==> config.mk <==
export PLATFORM = sky130hd
export DESIGN_NAME = serial_frame_tx
export DESIGN_NICKNAME = d
export VERILOG_FILES = /design/src/rtl/serial_frame_tx.sv
export SDC_FILE = /design/constraint.sdc
export NUM_CORES = 1
export LEC_CHECK = 0
export ABC_AREA = 1
export ABC_CLOCK_PERIOD_IN_PS = 1850
export BUFFER_PORTS_ARGS = -buffer_cell sky130_fd_sc_hd__buf_2
export CORE_MARGIN = 8
export CORE_UTILIZATION = 51
export DETAILED_ROUTE_END_ITERATION = 8
export HOLD_SLACK_MARGIN = 0.06
export PLACE_DENSITY = 0.75
export SKIP_LAST_GASP = 1
export SYNTH_ARGS = -nofsm -noshare
export SYNTH_HDL_FRONTEND = slang
export SYNTH_SLANG_ARGS = --single-unit
==> constraint.sdc <==
create_clock -name clk -period 1.85 [get_ports clk]
set_clock_uncertainty 0.15 [all_clocks]
set_input_delay 0 -clock clk [delete_from_list [all_inputs] [get_ports clk]]
set_output_delay 0 -clock clk [all_outputs]
set_load 0.005 [all_outputs]
==> src/rtl/serial_frame_tx.sv <==
// Purpose : parallel-to-serial frame transmitter (start 0, DATA_W bits LSB first, stop 1).
// Latency : start bit on the line at the accept edge; frame ends (DATA_W+2)*CLKS_PER_BIT cycles later.
// Backpres: tx_ready only in IDLE; tx_valid while busy is ignored, not queued.
//
// Ports:
//   clk       - clock, all state on rising edge
//   reset     - asynchronous, active-low reset
//   tx_data   - word to send, sampled only at the accept edge
//   tx_valid  - requester has a word on tx_data
//   tx_ready  - block can accept a word this cycle
//   tx_serial - serial line, idles high
//   tx_busy   - frame in progress
//   tx_done   - one-cycle pulse at frame completion
module serial_frame_tx #(
    parameter int DATA_W       = 8,
    parameter int CLKS_PER_BIT = 4
) (
    input  logic              clk,
    input  logic              reset,
    input  logic [DATA_W-1:0] tx_data,
    input  logic              tx_valid,
    output logic              tx_ready,
    output logic              tx_serial,
    output logic              tx_busy,
    output logic              tx_done
);
    localparam int TW = (CLKS_PER_BIT > 1) ? $clog2(CLKS_PER_BIT) : 1;
    localparam int IW = (DATA_W > 1) ? $clog2(DATA_W) : 1;

    localparam logic [TW-1:0] TMR_LAST = TW'(CLKS_PER_BIT - 1);
    localparam logic [IW-1:0] IDX_LAST = IW'(DATA_W - 1);

    localparam logic [1:0] ST_IDLE  = 2'd0;
    localparam logic [1:0] ST_START = 2'd1;
    localparam logic [1:0] ST_DATA  = 2'd2;
    localparam logic [1:0] ST_STOP  = 2'd3;

    logic [1:0]        state;
    logic [TW-1:0]     bit_tmr;
    logic [IW-1:0]     bit_idx;
    logic [DATA_W-1:0] shift_q;
    logic [DATA_W-1:0] shift_nxt;
    logic              bit_end;

    // The word is shifted right once per data bit, so the bit on the line is
    // always shift_q[0]; this keeps the output mux down to a single bit.
    assign shift_nxt = shift_q >> 1;
    assign bit_end   = (bit_tmr == TMR_LAST);

    always_ff @(posedge clk or negedge reset) begin
        if (!reset) begin
            state     <= ST_IDLE;
            bit_tmr   <= '0;
            bit_idx   <= '0;
            shift_q   <= '0;
            tx_serial <= 1'b1;
            tx_ready  <= 1'b1;
            tx_busy   <= 1'b0;
            tx_done   <= 1'b0;
        end else begin
            tx_done <= 1'b0;
            // Bit timer runs in every non-idle state and wraps at each bit boundary.
            if (state != ST_IDLE) begin
                bit_tmr <= bit_end ? '0 : bit_tmr + TW'(1);
            end
            case (state)
                ST_IDLE: begin
                    if (tx_valid) begin
                        shift_q   <= tx_data;
                        state     <= ST_START;
                        bit_tmr   <= '0;
                        tx_serial <= 1'b0;
                        tx_ready  <= 1'b0;
                        tx_busy   <= 1'b1;
                    end
                end
                ST_START: begin
                    if (bit_end) begin
                        state     <= ST_DATA;
                        bit_idx   <= '0;
                        tx_serial <= shift_q[0];
                    end
                end
                ST_DATA: begin
                    if (bit_end) begin
                        if (bit_idx == IDX_LAST) begin
                            state     <= ST_STOP;
                            tx_serial <= 1'b1;
                        end else begin
                            bit_idx   <= bit_idx + IW'(1);
                            shift_q   <= shift_nxt;
                            tx_serial <= shift_nxt[0];
                        end
                    end
                end
                ST_STOP: begin
                    if (bit_end) begin
                        state    <= ST_IDLE;
                        tx_ready <= 1'b1;
                        tx_busy  <= 1'b0;
                        tx_done  <= 1'b1;
                    end
                end
                default: begin
                    state     <= ST_IDLE;
                    tx_serial <= 1'b1;
                    tx_ready  <= 1'b1;
                    tx_busy   <= 1'b0;
                end
            endcase
        end
    end
endmodule

# Word-level counts from Yosys, hierarchy flattened
# Cells that the tools add are included.
# W data, S select, Z words.
totals:
  mem_bits_ro: 0
  ramBits: 0
  ff_bits: 19
  out_inout_bits: 4
  in_bits: 11
  n_memories: 0
  latch_bits: 0
classes:
  n_div: 0
  n_reduce_logical: 11
  add_sub_neg: 2
  eq_ne: 11
  mux: 30
  order_cmp: 0
  bitwise_logic: 0
  n_shift: 0
  mul: 0
ops:
  columns: ["operator", "count"]
  rows:
  - ["$mux W8", 3]
  - ["$mux W2", 9]
  - ["$pmux W8 S2", 1]
  - ["$ne A2 B2 Y1 const B", 6]
  - ["$reduce_and A4 Y1", 3]
  - ["$mux W1", 9]
  - ["$mux W3", 3]
  - ["$pmux W2 S4", 1]
  - ["$reduce_bool A2 Y1", 4]
  - ["$eq A2 B2 Y1 const B", 3]
  - ["$pmux W3 S2", 1]
  - ["$reduce_and A5 Y1", 1]
  - ["$pmux W1 S2", 2]
  - ["$add A3 B1 Y3 const B", 1]
  - ["$eq A3 B3 Y1 const B", 1]
  - ["$pmux W1 S3", 1]
  - ["$reduce_and A3 Y1", 1]
  - ["$reduce_bool A3 Y1", 1]
  - ["$add A2 B1 Y2 const B", 1]
  - ["$eq A2 B1 Y1 const B", 1]
  - ["$logic_not A2 Y1", 1]

# Longest topological paths before layout
depth:
  word_depth: 5
  ltp_mapped: 9
  ltp_nobuf: 8

# Worst setup path before layout
# No wires, ideal clock.
synth_timing:
  path_kind: "flip-flop to flip-flop"
  from: "register bit_idx[0]"
  to: "register shift_q[7]"
  t_required_ns: 1.583
  path_buffers: 1
  path_slack_ns: 0.295
  setup_ns: 0.117
  path_stages_with_launch: 9
  arrival_time_ns: 1.289
  path_cell_list: "dfrtp_1 ha_1 ha_1 nand2_1 o21a_1 buf_4 nand2_4 nand2_1 nand2_1"
synth_via:
  elab_chain_len: 3
synth_rtl:
  columns: ["element", "line_no", "source"]
  rows:
  - ["start, declared", "40", "logic [IW-1:0] bit_idx;"]
  - ["start signal, assigned", "90", "bit_idx <= bit_idx + IW'(1);"]
  - ["$eq A3 B3 Y1", "86", "if (bit_idx == IDX_LAST) begin"]
  - ["$ne A2 B2 Y1 (no source line)", null, null]
  - ["$reduce_and A4 Y1 (no source line)", null, null]
  - ["end signal, assigned", "69", "shift_q <= tx_data;"]
  - ["end signal, assigned", "91", "shift_q <= shift_nxt;"]
  - ["end, declared", "41", "logic [DATA_W-1:0] shift_q;"]
# No other way between the ends.
# A chain may end at the register's enable or synchronous reset.

# Final worst setup path
layout_timing:
  from: "register bit_idx[0]"
  to: "register shift_q[2]"
# The elaborated chain is that of the path after synthesis.

==> impl_results.md <==
- WL met1: 1100 µm
- Initial antenna violation count: 0
- Die area: 4010 µm²
- Async set-reset flop share out of synthesis: 100%
- Post-Syn Nets: 163
- Syn Area/Cell: 8.00 µm²
- Fin. Hold Viols: 0
- Leak pwr: 0.790 nW
- Reg2Reg Launch Point: bit_idx[0]$_DFFE_PN0P_
- IO Port Bufs: 14
- Die width: 63.4 µm
- Drt drc: 0
- PD cells: 1540 nW/µm²
- Share of the synthesized area in the top cell type: 37.2%
- Total Nets Final: 193
- Initial DRT Pass Iterations: 4
- Top FF cell, synth: dfrtp_1
- Pwr Total: roughly 2.1 mW
- Dpl hpwl: ~1700 µm
- DR vias: 992
- CP cell instances: ha_1 > ha_1 > nand2_1 > o21a_2 > nand2_4 > nand2_1 > nand2_1
- Clock Root Buffer: clkbuf_4
- Vias in the first global route: between 900 and 1000
- Setup_tns: 0 ps
- Sink Count: 19
- Syn. warnings: 0
- Critical path capture point type: flip-flop
- Gate count of the mapped netlist: 143
- DR top layer: met4
- Final setup vio count: 0
- Slack of the critical path: ~190 ps
- Sequential element share of the synthesized area: 41.8%
- CP most frequent cell: nand2_1
- Critical path origin: bit_idx[0]$_DFFE_PN0P_
- Starting Density: around 53%
- CTS HTree Levels: 1
- Post-CTS setup buffer count: 0
- Reg2reg setup slack: 190 ps
- Vias/cell: 4.96
- Hold path endpoint: shift_q[5]$_DFFE_PN0P_
- Wire per inst: roughly 12 µm
- Slew margin rel.: 46.9%
- CTS tree: done
- Min-Delay Startpoint: shift_q[5]$_DFFE_PN0P_
- Hold path depth: 2
- Ports: 15
- Fillers: 190
- Max Slew Vio Count: 0
- FF+latch count, synth: 19
- Core ar.: approximately 2200 µm²
- Unique masters post-synth: 21
- Worst-margin pin slew: approximately 790 ps
- Diodes inserted: 0
- Critical Path Max Stage Delay: roughly 400 ps
- Routed wire length: about 2300 µm
- Worst Path Max Fanout: 9
- Max Cap Violations: 0
- Inst Count DP: 183
- Startpoint types: flip-flop
- Final instance area: 1390 µm²
- Fin cells: 200
- Routed Antenna Nets: 0
- Layout cells sized above 1: 19.2%
- DR WL met3: 145 µm
- Synth top area cells: dfrtp_1 37%, nand2_1 20%, ha_1 9.8%
- DRC marker count from the first detailed-route iteration: 29
- Crit-path slowest cell: dfrtp_1
- Overflow after GRT: 0
- RSZ-0062 raised after global routing: false
- Mapped Area: 1140 µm²
- Count leader, synth: nand2_1
- WP data arrival: roughly 1700 ps
- First-pass GRT wire length: a little over 4000 µm
- Tmin final: approximately 1700 ps
- Clk buf depth: 2
- Cell Area, Placed: 1230 µm²
- Area leader, netlist: dfrtp_1
- WS Path Type: flip-flop to flip-flop
- CTS Buf Count: 3
- Placer congestion estimate: 0.820
- Post-synth EDFFs: 0
- # rows: 17
- Synth-to-layout area growth: 21.2%
- CP required: between 1500 and 2000 ps
- Reg2reg end: shift_q[2]$_DFFE_PN0P_
- Worst skew pair latency: 280 ps
- Cell family with most CP delay: adder cells
- Synth top cells by count: 61 x nand2_1, 17 x dfrtp_1, 14 x inv_1
- Pre-CTS setup slack: 68.0 ps
- Die Height: approximately 63 µm
- Met2 wire len: 1060 µm
- Outcome: finished, final reports clean
- GRT Total Usage: 12.5%
- IR drop worst, VDD: 0.832 mV
- R2R depth: 7
- Final Cycle Share: 89.9%
- Hold Crit Class: flip-flop to flip-flop
- Largest net degree at the start of global routing: 18
- Clock slew at reported path FFs: 100 ps
- Crit path buf inv count: 0
- Max Clk Rate: around 600 MHz
-- registers in the layout, indices dropped and copies added (netlist names) --
register,cells
state,2
tx_ready,1
shift_q,8
tx_serial,1
bit_idx,3
tx_done,1
tx_busy,1
bit_tmr,2
-- power by group --
part           switching, mW  internal (mW)
clock                  0.120         0.0836
combinational          0.741          0.453
sequential             0.114          0.618
-- tightest hold or removal path, stage by stage (launching register included) --
cell and delay (ps):
dfrtp_1 360, nand2_1 50, nand2_1 50
-- repair_timing --
item                                    in CTS  in global routing
endpoints found under the hold margin       30                  0
hold buffers                                13                  0
gates resized for setup                      0                  2
endpoints found under the setup margin       0                 10
-- cells by family after synthesis --
logic type	synth area share [%]
adder cells (fa/ha/maj)	9.85
buffers and inverters	8.75
flip-flops	41.8
AO/OA/AOI/OAI	6.24
AND/OR/NAND/NOR	33.4
-- per-layer routing --
layer / vias up / track usage (%)
met3: 2 / 3.71
li1: 501 / -
met1: 451 / 15.1
met4: 0 / 3.90
met2: 38 / 20.7
met5: - / 0
-- worst max path at each step --
stage	to	slack [ps]	depth (start not counted)
6_report	shift_q[2]$_DFFE_PN0P_	190	7
5_1_grt	shift_q[3]$_DFFE_PN0P_	60	7
4_1_cts	shift_q[2]$_DFFE_PN0P_	30	7
3_5_place_dp	shift_q[2]$_DFFE_PN0P_	70	7
3_3_place_gp	shift_q[2]$_DFFE_PN0P_	120	7
2_1_floorplan	shift_q[7]$_DFFE_PN0P_	290	8
-- final cells by class --
class | instances | area [µm²] | share of cell area, %
clock buffer | 4 | 26.3 | 1.90
inverter | 16 | 62.6 | 4.51
multi-input combinational | 104 | 569 | 41.1
sequential | 19 | 478 | 34.5
tap | 28 | 35.0 | 2.53
timing repair buffer | 29 | 215 | 15.5
-- placed cells by master, fill, tap and decap left out, types with 2 or more instances in the layout --
| master | count |
|---|---|
| dfrtp_1 | 17 |
| nand2_1 | 61 |
| dlygate4sd3_1 | 13 |
| buf_4 | 2 |
| ha_1 | 8 |
| dfstp_2 | 2 |
| nand3_2 | 4 |
| buf_2 | 14 |
| nand3_1 | 8 |
| clkbuf_4 | 3 |
| o21ai_0 | 4 |
| nand2_4 | 3 |
| o21bai_1 | 3 |
| nor2_1 | 5 |
| inv_1 | 14 |
-- metrics by stage --
stage / hold slack [ps] / util, %
4_1_cts: 341 / 63.7
3_3_place_gp: -183 / 56.5
3_5_place_dp: -184 / 56.5
2_1_floorplan: -446 / -
6_report: 338 / 63.9
5_1_grt: 372 / 63.9
Power figures use the tool's default switching activity.
